### src/rtl/fp8_pkg.sv
// fp8_pkg: shared types and constants for the FP8 vector multiplier.
//   fmt_e      beat format (E5M2 / E4M3)
//   cls_e      per-lane special-case class carried from S1 to S2
//   lane_s1_t  per-lane S1 pipeline payload
//   lzc8       leading-zero count of the 8-bit significand product
package fp8_pkg;

   typedef enum logic {FMT_E5M2 = 1'b0, FMT_E4M3 = 1'b1} fmt_e;

   typedef enum logic [1:0] {CLS_NORM, CLS_ZERO, CLS_INF, CLS_NAN} cls_e;

   localparam int E5M2_EXP_W = 5;
   localparam int E5M2_MAN_W = 2;
   localparam int E5M2_BIAS  = 15;
   localparam int E4M3_EXP_W = 4;
   localparam int E4M3_MAN_W = 3;
   localparam int E4M3_BIAS  = 7;

   localparam logic [7:0] E5M2_NAN = 8'h7E;
   localparam logic [7:0] E4M3_NAN = 8'h7F;
   localparam logic [7:0] E5M2_MAX = 8'h7B;
   localparam logic [7:0] E4M3_MAX = 8'h7E;
   localparam logic [7:0] E5M2_INF = 8'h7C;

   // prod: significand product, 2 integer + 6 fraction bits for both formats
   // exp:  biased result exponent before normalisation
   typedef struct packed {
      logic              sign;
      cls_e              cls;
      logic [7:0]        prod;
      logic signed [6:0] exp;
   } lane_s1_t;

   function automatic logic [2:0] lzc8(input logic [7:0] v);
      logic [2:0] n;
      logic       found;
      n     = 3'd0;
      found = 1'b0;
      for (int i = 7; i >= 0; i--) begin
         if (!found) begin
            if (v[i]) found = 1'b1;
            else      n     = n + 3'd1;
         end
      end
      return n;
   endfunction

endpackage

### src/rtl/fp8_mul_lane.sv
// fp8_mul_lane: combinational logic of one multiplier lane.
//   S1 side: s1_mode_i, a_i, b_i -> s1_o (decode, class, significand product, exponent)
//   S2 side: s2_mode_i, s2_i     -> c_o, nan_o, inf_o, ovf_o, unf_o (normalise, RNE, overflow)
// Build option: FP8_MULT_SAT_EN makes finite overflow saturate to +/-max normal.
module fp8_mul_lane
   import fp8_pkg::*;
(
   input  fmt_e       s1_mode_i,
   input  logic [7:0] a_i,
   input  logic [7:0] b_i,
   output lane_s1_t   s1_o,
   input  fmt_e       s2_mode_i,
   input  lane_s1_t   s2_i,
   output logic [7:0] c_o,
   output logic       nan_o,
   output logic       inf_o,
   output logic       ovf_o,
   output logic       unf_o
);

   logic [4:0]        ea, eb, ea_eff, eb_eff;
   logic [2:0]        fa, fb;
   logic              a_nan, b_nan, a_inf, b_inf, a_zero, b_zero;
   logic signed [6:0] bias;

   // E5M2 fractions are padded to 3 bits so both formats share one 4x4 multiplier
   // and one fixed-point position in the product.
   always_comb begin
      if (s1_mode_i == FMT_E5M2) begin
         ea    = a_i[6 -: E5M2_EXP_W];
         eb    = b_i[6 -: E5M2_EXP_W];
         fa    = {a_i[E5M2_MAN_W-1:0], 1'b0};
         fb    = {b_i[E5M2_MAN_W-1:0], 1'b0};
         a_nan = (&ea) && (|a_i[E5M2_MAN_W-1:0]);
         b_nan = (&eb) && (|b_i[E5M2_MAN_W-1:0]);
         a_inf = (&ea) && !(|a_i[E5M2_MAN_W-1:0]);
         b_inf = (&eb) && !(|b_i[E5M2_MAN_W-1:0]);
         bias  = 7'(E5M2_BIAS);
      end else begin
         ea    = {1'b0, a_i[6 -: E4M3_EXP_W]};
         eb    = {1'b0, b_i[6 -: E4M3_EXP_W]};
         fa    = a_i[E4M3_MAN_W-1:0];
         fb    = b_i[E4M3_MAN_W-1:0];
         a_nan = &a_i[6:0];
         b_nan = &b_i[6:0];
         a_inf = 1'b0;
         b_inf = 1'b0;
         bias  = 7'(E4M3_BIAS);
      end
      a_zero = (ea == 5'd0) && (fa == 3'd0);
      b_zero = (eb == 5'd0) && (fb == 3'd0);
      ea_eff = (ea == 5'd0) ? 5'd1 : ea;
      eb_eff = (eb == 5'd0) ? 5'd1 : eb;

      s1_o.sign = a_i[7] ^ b_i[7];
      s1_o.prod = 8'({(ea != 5'd0), fa}) * 8'({(eb != 5'd0), fb});
      s1_o.exp  = $signed({2'b00, ea_eff}) + $signed({2'b00, eb_eff}) - bias;
      if (a_nan || b_nan || (a_inf && b_zero) || (b_inf && a_zero)) s1_o.cls = CLS_NAN;
      else if (a_inf || b_inf)                                      s1_o.cls = CLS_INF;
      else if (a_zero || b_zero)                                    s1_o.cls = CLS_ZERO;
      else                                                          s1_o.cls = CLS_NORM;
   end

   logic [2:0]        lz;
   logic [7:0]        norm;
   logic signed [7:0] exp_n;
   logic [7:0]        sh;
   logic [31:0]       w;
   logic              tiny;
   logic [6:0]        exp_f, exp_r;
   logic [9:0]        enc;
   logic [2:0]        man_r;
   logic              g, r, st, inc, ovf;
   logic              unused_hidden;

   always_comb begin
      lz    = lzc8(s2_i.prod);
      norm  = s2_i.prod << lz;
      // Leading one at bit 7 of norm means value in [1,2) at exponent exp_n.
      exp_n = $signed({s2_i.exp[6], s2_i.exp}) + 8'sd1 - $signed({5'b00000, lz});
      tiny  = (exp_n <= 8'sd0);
      sh    = tiny ? 8'(8'sd1 - exp_n) : 8'd0;
      // 24 bits of headroom keep every shifted-out bit visible to the sticky OR.
      w     = {norm, 24'd0} >> sh;
      exp_f = tiny ? 7'd0 : exp_n[6:0];
      unused_hidden = w[31];

      // Adding the round increment to {exp, mant} lets a mantissa carry bump the
      // exponent, and turns a subnormal carry into min normal without extra cases.
      if (s2_mode_i == FMT_E5M2) begin
         g     = w[28];
         r     = w[27];
         st    = |w[26:0];
         inc   = g & (r | st | w[29]);
         enc   = {1'b0, exp_f, w[30:29]} + 10'(inc);
         exp_r = enc[8:2];
         man_r = {1'b0, enc[1:0]};
         ovf   = (exp_r >= 7'd31);
      end else begin
         g     = w[27];
         r     = w[26];
         st    = |w[25:0];
         inc   = g & (r | st | w[28]);
         enc   = {exp_f, w[30:28]} + 10'(inc);
         exp_r = enc[9:3];
         man_r = enc[2:0];
         // S.1111.111 is the NaN code, so anything at or above it is out of range.
         ovf   = (exp_r > 7'd15) || ((exp_r == 7'd15) && (man_r == 3'd7));
      end

      c_o   = 8'd0;
      nan_o = 1'b0;
      inf_o = 1'b0;
      ovf_o = 1'b0;
      unf_o = 1'b0;
      unique case (s2_i.cls)
         CLS_NAN: begin
            c_o   = (s2_mode_i == FMT_E5M2) ? E5M2_NAN : E4M3_NAN;
            nan_o = 1'b1;
         end
         CLS_INF: begin
            c_o   = {s2_i.sign, E5M2_INF[6:0]};
            inf_o = 1'b1;
         end
         CLS_ZERO: begin
            c_o = {s2_i.sign, 7'd0};
         end
         default: begin
            if (ovf) begin
               ovf_o = 1'b1;
`ifdef FP8_MULT_SAT_EN
               c_o = (s2_mode_i == FMT_E5M2) ? {s2_i.sign, E5M2_MAX[6:0]}
                                             : {s2_i.sign, E4M3_MAX[6:0]};
`else
               if (s2_mode_i == FMT_E5M2) begin
                  c_o   = {s2_i.sign, E5M2_INF[6:0]};
                  inf_o = 1'b1;
               end else begin
                  c_o   = E4M3_NAN;
                  nan_o = 1'b1;
               end
`endif
            end else begin
               c_o   = (s2_mode_i == FMT_E5M2) ? {s2_i.sign, exp_r[4:0], man_r[1:0]}
                                               : {s2_i.sign, exp_r[3:0], man_r[2:0]};
               // Tininess is judged before rounding, so a subnormal that rounds
               // up to min normal still reports underflow when inexact.
               unf_o = tiny & (g | r | st);
            end
         end
      endcase
   end

endmodule

### src/rtl/fp8_vec_mult.sv
// fp8_vec_mult: two-stage pipelined FP8 (E5M2/E4M3) vector multiplier.
//   clk_i, rst_i (sync, active-high)
//   in_valid_i/in_ready_o, mode_i, a_i, b_i     : input beat, NUM_LANES x 8 bits
//   out_valid_o/out_ready_i, c_o, nan_o, inf_o,
//   ovf_o, unf_o                                : result beat and per-lane flags
// Build option: FP8_MULT_SAT_EN (see fp8_mul_lane) selects saturating overflow.
module fp8_vec_mult
   import fp8_pkg::*;
#(
   parameter int NUM_LANES = 4
)(
   input  logic                   clk_i,
   input  logic                   rst_i,
   input  logic                   in_valid_i,
   output logic                   in_ready_o,
   input  logic                   mode_i,
   input  logic [8*NUM_LANES-1:0] a_i,
   input  logic [8*NUM_LANES-1:0] b_i,
   output logic                   out_valid_o,
   input  logic                   out_ready_i,
   output logic [8*NUM_LANES-1:0] c_o,
   output logic [NUM_LANES-1:0]   nan_o,
   output logic [NUM_LANES-1:0]   inf_o,
   output logic [NUM_LANES-1:0]   ovf_o,
   output logic [NUM_LANES-1:0]   unf_o
);

   logic                   s1_valid_q, s1_valid_d, s2_valid_q, s2_valid_d;
   fmt_e                   s1_mode_q, s1_mode_d;
   lane_s1_t               s1_lane_c [NUM_LANES];
   lane_s1_t               s1_lane_q [NUM_LANES];
   lane_s1_t               s1_lane_d [NUM_LANES];
   logic [8*NUM_LANES-1:0] c_c, c_q, c_d;
   logic [NUM_LANES-1:0]   nan_c, inf_c, ovf_c, unf_c;
   logic [NUM_LANES-1:0]   nan_q, inf_q, ovf_q, unf_q;
   logic [NUM_LANES-1:0]   nan_d, inf_d, ovf_d, unf_d;
   logic                   s1_ready, s2_ready, in_fire, s1_fire;

   for (genvar k = 0; k < NUM_LANES; k++) begin : g_lane
      fp8_mul_lane u_lane (
         .s1_mode_i (fmt_e'(mode_i)),
         .a_i       (a_i[8*k +: 8]),
         .b_i       (b_i[8*k +: 8]),
         .s1_o      (s1_lane_c[k]),
         .s2_mode_i (s1_mode_q),
         .s2_i      (s1_lane_q[k]),
         .c_o       (c_c[8*k +: 8]),
         .nan_o     (nan_c[k]),
         .inf_o     (inf_c[k]),
         .ovf_o     (ovf_c[k]),
         .unf_o     (unf_c[k])
      );
   end

   // A stage may load when it is empty or its contents leave in the same cycle.
   always_comb begin
      s2_ready   = !s2_valid_q || out_ready_i;
      s1_ready   = !s1_valid_q || s2_ready;
      in_fire    = in_valid_i && s1_ready;
      s1_fire    = s1_valid_q && s2_ready;
      s1_valid_d = s1_ready ? in_valid_i : s1_valid_q;
      s2_valid_d = s2_ready ? s1_valid_q : s2_valid_q;
      s1_mode_d  = in_fire ? fmt_e'(mode_i) : s1_mode_q;
      for (int k = 0; k < NUM_LANES; k++) begin
         s1_lane_d[k] = in_fire ? s1_lane_c[k] : s1_lane_q[k];
      end
      c_d   = s1_fire ? c_c   : c_q;
      nan_d = s1_fire ? nan_c : nan_q;
      inf_d = s1_fire ? inf_c : inf_q;
      ovf_d = s1_fire ? ovf_c : ovf_q;
      unf_d = s1_fire ? unf_c : unf_q;
   end

   always_ff @(posedge clk_i) begin
      if (rst_i) begin
         s1_valid_q <= 1'b0;
         s2_valid_q <= 1'b0;
         s1_mode_q  <= FMT_E5M2;
         for (int k = 0; k < NUM_LANES; k++) s1_lane_q[k] <= '0;
         c_q   <= '0;
         nan_q <= '0;
         inf_q <= '0;
         ovf_q <= '0;
         unf_q <= '0;
      end else begin
         s1_valid_q <= s1_valid_d;
         s2_valid_q <= s2_valid_d;
         s1_mode_q  <= s1_mode_d;
         for (int k = 0; k < NUM_LANES; k++) s1_lane_q[k] <= s1_lane_d[k];
         c_q   <= c_d;
         nan_q <= nan_d;
         inf_q <= inf_d;
         ovf_q <= ovf_d;
         unf_q <= unf_d;
      end
   end

   assign in_ready_o  = s1_ready;
   assign out_valid_o = s2_valid_q;
   assign c_o         = c_q;
   assign nan_o       = nan_q;
   assign inf_o       = inf_q;
   assign ovf_o       = ovf_q;
   assign unf_o       = unf_q;

endmodule

### config.mk
export PLATFORM = sky130hd
export DESIGN_NAME = fp8_vec_mult
export DESIGN_NICKNAME = d
export VERILOG_FILES = /design/src/rtl/fp8_pkg.sv /design/src/rtl/fp8_mul_lane.sv /design/src/rtl/fp8_vec_mult.sv
export SDC_FILE = /design/constraint.sdc
export NUM_CORES = 1
export LEC_CHECK = 0
export BUFFER_PORTS_ARGS = -buffer_cell sky130_fd_sc_hd__buf_4
export CAP_MARGIN = 5
export CORE_ASPECT_RATIO = 1.5
export CORE_UTILIZATION = 53
export CTS_BUF_LIST = sky130_fd_sc_hd__clkbuf_4 sky130_fd_sc_hd__clkbuf_8 sky130_fd_sc_hd__clkbuf_16
export CTS_CLUSTER_SIZE = 24
export DETAILED_ROUTE_END_ITERATION = 6
export MAX_ROUTING_LAYER = met4
export PLACE_DENSITY = 0.82
export RECOVER_POWER = 25
export SYNTH_ARGS = -nofsm -noshare
export SYNTH_HDL_FRONTEND = slang
export SYNTH_HIERARCHICAL = 1
export SYNTH_SLANG_ARGS = --single-unit
### constraint.sdc
create_clock -name clk_i -period 8.95 [get_ports clk_i]
set_input_delay 0.895 -clock clk_i [delete_from_list [all_inputs] [get_ports clk_i]]
set_output_delay 0.895 -clock clk_i [all_outputs]
set_load 0.02 [all_outputs]
# After elaboration in Yosys (flattened, before gate mapping)
# Memories as Yosys holds them, arrays and structs flattened.
# Index checks and enable logic that the tools add are counted.
# op_classes
addsub	56
multipliers	4
order_cmp	12
eq_ne	20
n_shift	8
muxes	259
bitwise	44
reduce_logical	142
# op_table
cell	n
$mux W3	68
$mux W18	8
$shr A32 B8 Y31	4
$mux W1	122
$reduce_or A27 Y1	4
$reduce_or A26 Y1	4
$mux W5	20
$mux W8	12
$pmux W8 S3	4
$add A3 B1 Y3 const B	24
$mux W7	8
$reduce_and A7 Y1	8
$add A10 B1 Y10	4
$logic_not A5 Y1	8
$reduce_and A5 Y1	8
$reduce_bool A5 Y1	8
$logic_and A1 B1 Y1	38
$add A9 B1 Y9	4
$add A7 B2 Y8 const B	4
$le A8 B1 Y1 const B	4
$mul A4 B4 Y8	4
$reduce_or A2 Y1	16
$shl A8 B3 Y8	4
$sub A2 B8 Y8 const A	4
other kinds (21)	153
# totals
register_bits	51
ram_bits	72
n_memories	1
# memory_table
name	words	width	read_ports	rd_clocked_by_memory_dff	write_ports	line_no	text
s1_lane_q	4	18	4	0	4	fp8_vec_mult.sv:31	lane_s1_t s1_lane_q [NUM_LANES];

# Logic depth before layout (Yosys ltp)
# Gate-level depths: netlist (run 1).
# An unclocked memory read counts as a cell.
# logic_depth
ltp_word	38
depth_mapped	45

# Modules after synthesis
# Netlist (run 1), hierarchy kept.
# modules_own_cells
module	n_inst	cells_per_inst	area_each_um2
fp8_vec_mult	1	544	5203.7
fp8_mul_lane at g_lane[2].u_lane	1	581	3956.3
fp8_mul_lane at g_lane[0].u_lane	1	588	3854.9
fp8_mul_lane at g_lane[3].u_lane	1	572	3744.8
fp8_mul_lane at g_lane[1].u_lane	1	527	3594.7

# Least setup slack after synthesis (run 1)
# No wires, ideal clock.
# synth_path
kind	reg-to-reg
start	memory s1_lane_q[3][12] (netlist name)
end	register c_q[24] (netlist: c_o[24])
setup_time_ns	0.070
arrival_ns	8.784
required_ns	8.880
path_slack_ns	0.096
stages_incl_launch_ff	38
path_buffers	1
period_less_slack_ns	8.854
path_cell_list	dfxtp_1 -> clkbuf_1 -> a21oi_1 -> ha_1 -> or3_1 -> and2_1 -> ha_1 -> or4bb_1 -> a211oi_1 -> o21ai_0 -> ha_1 -> nand3b_1 -> nand2_1 -> inv_1 -> ha_1 -> inv_1 -> ha_1 -> fa_1 -> [2 not listed] -> o221ai_1 -> or4_1 -> a31oi_1 -> a21boi_0 -> nor2_1 -> a21oi_2 -> nand3_1 -> inv_1 -> ha_1 -> nand2_1 -> or4_1 -> xnor2_1 -> o211ai_1 -> a211oi_1 -> a21o_1 -> o31a_1 -> nand3_1 -> a21oi_1
# synth_rtl
element	line_no	text
start, declared	fp8_vec_mult.sv:31	
end signal, assigned	fp8_vec_mult.sv:80	c_q <= '0;
end signal, assigned	fp8_vec_mult.sv:90	c_q <= c_d;
end, declared	fp8_vec_mult.sv:33	logic [8*NUM_LANES-1:0] c_c, c_q, c_d;

==> metrics.md, run 1 <==
| Metric | Value |
|---|---|
| Clock root buffer | clkbuf_16 |
| Dpl hpwl | 49.17 mm |
| CTS H-tree lvls | 4 |
| Worst Path Arrival | 9.03 ns |
| Final hold violation count | 0 |
| Avg Inst Size Synth | 7.238 µm² |
| Tot GR Track Use | 0.3244 |
| Setup CP Type | reg -> reg |
| Max-Cap Viols | 0 |
| Port-buffer cells | 118 |
| WL met2 | 33.01 mm |
| Hold Path Class | reg -> reg |
| Post-Syn Instances | 2812 |
| Critical Path Stages | 39 |
| Critical Path Start Type | register |
| Largest net degree at the start of global routing | 101 |
| Max Freq | 114.6 MHz |
| Vias in the first global route | 21660 |
| Top cells by area, synth | dfxtp_1 (12%), ha_1 (8.4%), nand2b_1 (5.2%) |
| Synth area leader | dfxtp_1 |
| Ratio of final minimum period to clock period | 0.9747 |
| Setup ws final | 0.2263 ns |
| Ant diodes | 0 |
| Async SR Flop Fraction | 0 |
| Chip Width | 162.0 µm |
| Pins Over Slew Limit | 0 |
| Worst Setup EP | c_o[23] |
| Setup violators final | 0 |
| Prevailing post-synth register cell | dfxtp_1 |
| Final min period | 8.724 ns |
| Cells on worst reg2reg path | 39 |
| Row count | 87 |
| Reg2reg start | s1_lane_q[2][13] |
| Largest delay share family, worst path | simple AND/OR/NAND/NOR gates |
| Routed Antenna Nets | 0 |
| Crit. End Element | register |
| Register bit total from synthesis | 123 |
| Gr ovfl total | 0 |
| CTS Buf Count | 17 |
| DR vias | 22910 |
| Nets | 3190 |
| Clk slew on worst S/H paths | 0.07 ns |
| Critical path's largest stage delay | 0.42 ns |
| Wire per inst | 18.80 µm |
| Placement Setup Slack | -0.2490 ns |
| Clk sinks | 123 |
| Transition time of the tightest slew-check pin | 0.9831 ns |
| Core area | 37770 µm² |
| Slowest cell on the critical path | or3_4 |
| First-pass GRT wire length | 103.8 mm |
| Final GP Congestion | 1.018 |
| Worst path bufs/invs | 2 |
| CTS Buffer Depth | 2 |
| Met3 WL | 3.679 mm |
| Register area share after synthesis | 0.1210 |
| First-pass iteration count of the detailed router | 6 |
| Skew-Pair Late Insertion Delay | 0.45 ns |
| Mapped Area | 20350 µm² |
| Worst r2r dst | c_o[23] |
| Ys Warns | 6 |
| Avg Vias per Cell | 6.614 |
| Most numerous cell on the critical path | ha_1 |
| DIE AREA | 39210 µm² |
| Share of layout cells above drive strength 1 | 0.1849 |
| Routed WL | 65.10 mm |
| IO Pins | 119 |
| Fillers | 3306 |
| Critical path startpoint | s1_lane_q[2][13] |
| Top-count cell post-synth | nand2_1 |
| Reg2Reg Setup Slack | 0.23 ns |
| Worst endpoint required time | 9.25 ns |
| Wl on met1 | 24.64 mm |
| Post-synth EDFFs | 0 |
| Die H | 242.0 µm |
| Most frequent cells after synthesis | nand2_1 (227), nor2_1 (206), a21oi_1 (186) |
| Area Overhead vs Synth | 16.01% |
| Syn nets | 3041 |
| CTS tree | built |
| Status | complete, no violations |
| DRC viols | 0 |
| Hold bufs inserted after CTS | 0 |
| Top layer in use | met4 |
| Starting density of the core | 0.5389 |
| Top-area cell type share of the netlist area | 0.1210 |
| Yosys cell types | 138 |
| Skew final | 0.01438 ns |
| Antenna violations before repair | 0 |
| First DRT Iteration DRCs | 1930 |
| Rel. slew slack | 0.3446 |
| Critical path peak fanout | 7 |
-- repair_timing --
item	in CTS	in global routing
gates resized for setup	25	168
pin swaps	0	46
buffers inserted	0	24
setup endpoints to repair	38	48
-- metal layers --
layer / vias up / global-route usage
met3: 337 / 0.02773
li1: 10700 / -
met4: 0 / 0.1820
met5: - / -
met2: 1088 / 0.5771
met1: 10780 / 0.3500
-- final cells by class --
type / count / area (µm²) / area share
clock buffer: 17 / 425.4 / 0.01802
clock inverter: 15 / 175.2 / 0.007418
inverter: 153 / 579.3 / 0.02453
multi-input combinational: 2388 / 17410 / 0.7373
sequential: 123 / 2479 / 0.1050
tap: 489 / 611.8 / 0.02591
timing repair buffer: 278 / 1933 / 0.08187
-- how the worst min path moves through the flow --
stage	from	to	slack [ns]	depth (start not counted)
final	unf_o[0]	unf_o[0]	0.48	2
after global routing	s1_lane_q[3][1]	s1_lane_q[3][1]	0.49	2
after CTS	s1_lane_q[1][1]	s1_lane_q[1][1]	0.48	2
after detailed placement	s1_lane_q[1][1]	s1_lane_q[1][1]	0.47	2
after global placement	s1_lane_q[2][6]	s1_lane_q[2][6]	0.46	2
after floorplan	s1_lane_q[2][17]	s1_lane_q[2][17]	0.44	2
-- cells in the final DEF (no fill, tap or decap), drive strengths merged, types with 15 or more instances in the layout --
cell     count
nand2      231
a21o        42
xor2        38
a22oi       21
fa          24
o21bai      21
mux2i      100
o21a        27
or3         23
o31ai       23
nor4        36
a31oi       50
a211o       15
o21ai      170
and2        31
o221ai      15
a21oi      189
inv        155
buf        235
nor2       211
nand3      153
a211oi      47
ha         136
mux2        29
nand2b     170
xnor2       86
dfxtp      123
o211ai      38
nand4       34
nor3        75
and3        58
clkbuf      60
or2         20
a2111oi     17
nor2b       40
-- flip-flops by register name (all words and copies together) (netlist names) --
register and cells:
s1_lane_q 72, c_o 32, s1_valid_q 1, nan_o 4, ovf_o 4, out_valid_o 1
s1_mode_q 1, unf_o 4, inf_o 4
-- cell families (layout without fill, tap and decap cells) --
kind of cell	after synthesis	count (layout)	share of synthesized area
multiplexers	131	131	0.06780
AND/OR/NAND/NOR	1127	1127	0.2896
XOR/XNOR	125	125	0.05446
AO/OA/AOI/OAI	845	845	0.2939
adder cells (fa/ha/maj)	160	160	0.1072
buffers and inverters	301	463	0.06602
flip-flops	123	123	0.1210
-- metrics by stage --
stage / cells / cell area [µm²] / TNS [ns] / utilization / hold slack [ns]
6_report: 3463 / 23610 / 0 / 0.6251 / 0.4763
4_1_cts: 3439 / 22830 / 0 / 0.6043 / 0.4785
3_3_place_gp: 3407 / 22120 / -0.07944 / 0.5856 / 0.4612
2_1_floorplan: 2812 / 20350 / 0 / - / 0.4441
3_5_place_dp: 3407 / 22120 / -3.940 / 0.5856 / 0.4677
5_1_grt: 3463 / 23610 / -1.922 / 0.6251 / 0.4894
-- worst reg2reg max path, delay by kind of cell, from the launching register on --
family | cells | cell delay [ns]
and+or+nand+nor | 17 | 3.71
AOI/OAI and AO/OA | 11 | 2.15
adders and majority gates | 6 | 1.52
DFF | 1 | 0.37
xor gates and xnor gates | 2 | 0.31
muxes | 1 | 0.29
buffers and inverters | 2 | 0.21
Power of run 1 is left out: the tool's default activity adds up to more than one toggle a clock period on the data nets, which glitch-free logic cannot reach.
==> run 2, diff against run 1 <==
--- a/config.mk
+++ b/config.mk
@@ -13,7 +13,7 @@
 export CTS_CLUSTER_SIZE = 24
 export DETAILED_ROUTE_END_ITERATION = 6
 export MAX_ROUTING_LAYER = met4
-export PLACE_DENSITY = 0.82
+export PLACE_DENSITY = 0.79
 export RECOVER_POWER = 25
 export SYNTH_ARGS = -nofsm -noshare
 export SYNTH_HDL_FRONTEND = slang
==> constraint.sdc (replaced) <==
create_clock -name clk_i -period 9.63 [get_ports clk_i]
set_input_delay 0.963 -clock clk_i [delete_from_list [all_inputs] [get_ports clk_i]]
set_output_delay 0.963 -clock clk_i [all_outputs]
set_load 0.02 [all_outputs]
==> metrics.md, run 2 (synthesis gave the netlist of run 1 again) <==
| Metric | Value |
|---|---|
| Final hold violation count | 0 (unchanged) |
| CTS Buf Count | 17 (unchanged) |
| DIE AREA | 39210 µm² (unchanged) |
| Skew-Pair Late Insertion Delay | 0.45 ns (about the same) |
| Hold bufs inserted after CTS | 0 (unchanged) |
| Vias in the first global route | 21310 (-1.6%) |
| Dpl hpwl | 46.97 mm (-4.5%) |
| Register area | 2475 µm² (-0.15%) |
| First-pass GRT wire length | 100.4 mm (-3.2%) |
| Ant diodes | 0 (unchanged) |
| Setup violators final | 0 (unchanged) |
| Crit. End Element | register |
| CTS tree | built |
| DR vias | 22050 (-3.7%) |
| Routed Antenna Nets | 0 (unchanged) |
| CTS H-tree lvls | 4 (unchanged) |
| Gr ovfl total | 0 (unchanged) |
| Transition time of the tightest slew-check pin | 0.9795 ns (-0.003572 ns) |
| Clock root buffer | clkbuf_16 |
| First-pass iteration count of the detailed router | 7 (+1) |
| Area Overhead vs Synth | 11.05% |
| DRC viols | 0 (unchanged) |
| Critical path's largest stage delay | 0.51 ns (+0.09 ns) |
| Pins Over Slew Limit | 0 (unchanged) |
| Port-buffer cells | 118 (unchanged) |
| Most numerous cell on the critical path | ha_1 |
| Max-Cap Viols | 0 (unchanged) |
| CTS Buffer Depth | 2 (unchanged) |
| First DRT Iteration DRCs | 2176 (+13%) |
| Area occupied by multi-input gates | 16940 µm² (-2.7%) |
| Wire per inst | 18.06 µm (-3.9%) |
| Die H | 242.0 µm (unchanged) |
| Max Freq | 109.0 MHz (-4.9%) |
| Final GP Congestion | 1.044 (+2.5%) |
| Worst endpoint required time | 9.99 ns (+0.74 ns) |
| Row count | 87 (unchanged) |
| Most frequent cells in the layout | nand2_1 (223), nor2_1 (206), a21oi_1 (180), nand2b_1 (169), buf_4 (159) |
| Core area | 37770 µm² (unchanged) |
| Chip Width | 162.0 µm (unchanged) |
| Rel. slew slack | 0.3419 (-0.002643) |
| Critical path peak fanout | 15 (+8) |
| Share of layout cells above drive strength 1 | 0.1387 (-0.04622) |
| Worst path bufs/invs | 2 (unchanged) |
| Clk slew on worst S/H paths | 0.06 ns (about the same) |
| Skew final | 0.01059 ns (-0.003785 ns) |
| Ratio of final minimum period to clock period | 0.9529 (-0.02182) |
| Worst Path Arrival | 9.53 ns (+0.50 ns) |
| Hold Path Class | reg -> reg |
| Routed WL | 61.16 mm (-6.0%) |
| Largest delay share family, worst path | simple AND/OR/NAND/NOR gates |
| Fillers | 3447 (+4.3%) |
| Critical Path Start Type | register |
| Antenna violations before repair | 0 (unchanged) |
| Nets | 3114 (-2.4%) |
| Tot GR Track Use | 0.3116 (-0.01272) |
| Largest Register | s1_lane_q |
| Final min period | 9.176 ns (+0.4527 ns) |
| Commonest non-fill, non-tap cell in the layout | nand2_1 |
| Status | complete, no violations |
| Setup CP Type | reg -> reg |
| Clk sinks | 123 (unchanged) |
| Largest net degree at the start of global routing | 101 (unchanged) |
| Max FFs per register | 72 (unchanged) |
| Starting density of the core | 0.5389 (unchanged) |
| Avg Vias per Cell | 6.511 (-1.6%) |
| Slowest cell on the critical path | or4bb_1 |
| IO Pins | 119 (unchanged) |
| Setup TNS | 0 ns (unchanged) |
[run 2: final timing paths]
| kind | startpoint | slack (ns) | to | cells after the start |
|---|---|---|---|---|
| worst max-delay path | s1_lane_q[3][14] | 0.45 | c_o[24] | 35 |
| worst min-delay path | s1_lane_q[2][6] | 0.47 | s1_lane_q[2][6] | 2 |
| worst max register to register | s1_lane_q[3][14] | 0.45 | c_o[24] | 35 |
| worst min register to register | s1_lane_q[2][6] | 0.47 | s1_lane_q[2][6] | 2 |
[run 2: timing repair]
item / 4_1_cts / 5_1_grt
pin swaps: 0 / 4
gates resized for setup: 1 / 88
setup endpoints to repair: 2 / 47
gates cloned: 0 / 0
buffers inserted: 0 / 2
[run 2: worst reg2reg max path: cells and delay by family (launching register included)]
family	cells	cell delay [ns]
compound gates	12	2.88
fa+ha+maj	5	1.34
xor+xnor	1	0.24
simple gates	15	3.93
buf+inv	2	0.33
flops	1	0.38
[run 2: routing by layer]
metal | share of wire | vias up | global-route usage
li1 | - | 10560 | -
met1 | 0.39 | 10340 | 0.3363
met2 | 0.51 | 914 | 0.5571
met3 | 0.053 | 237 | 0.03236
met4 | 0.047 | 0 | 0.1598
met5 | 0 | - | -
[run 2: cell type report]
cell class,instances,area share
multi-input combinational,2388,0.7494
sequential,123,0.1095
timing repair buffer,202,0.05995
tap,489,0.02707
inverter,153,0.02579
clock buffer,17,0.01882
clock inverter,15,0.009465
[run 2: stage by stage]
| stage | std cells | utilization | hold slack, ns | worst slack [ns] | instance area (µm²) |
|---|---|---|---|---|---|
| floorplan | 2812 | - | 0.4441 | 0.7762 | 20350 |
| global placement | 3353 | 0.5749 | 0.4582 | 0.3638 | 21720 |
| detailed placement | 3353 | 0.5749 | 0.4587 | -0.01267 | 21720 |
| CTS | 3385 | 0.5920 | 0.4720 | 0.02110 | 22360 |
| global route | 3387 | 0.5984 | 0.4985 | -0.08965 | 22600 |
| finish | 3387 | 0.5984 | 0.4721 | 0.4536 | 22600 |
Power of run 2 is left out for the same reason.
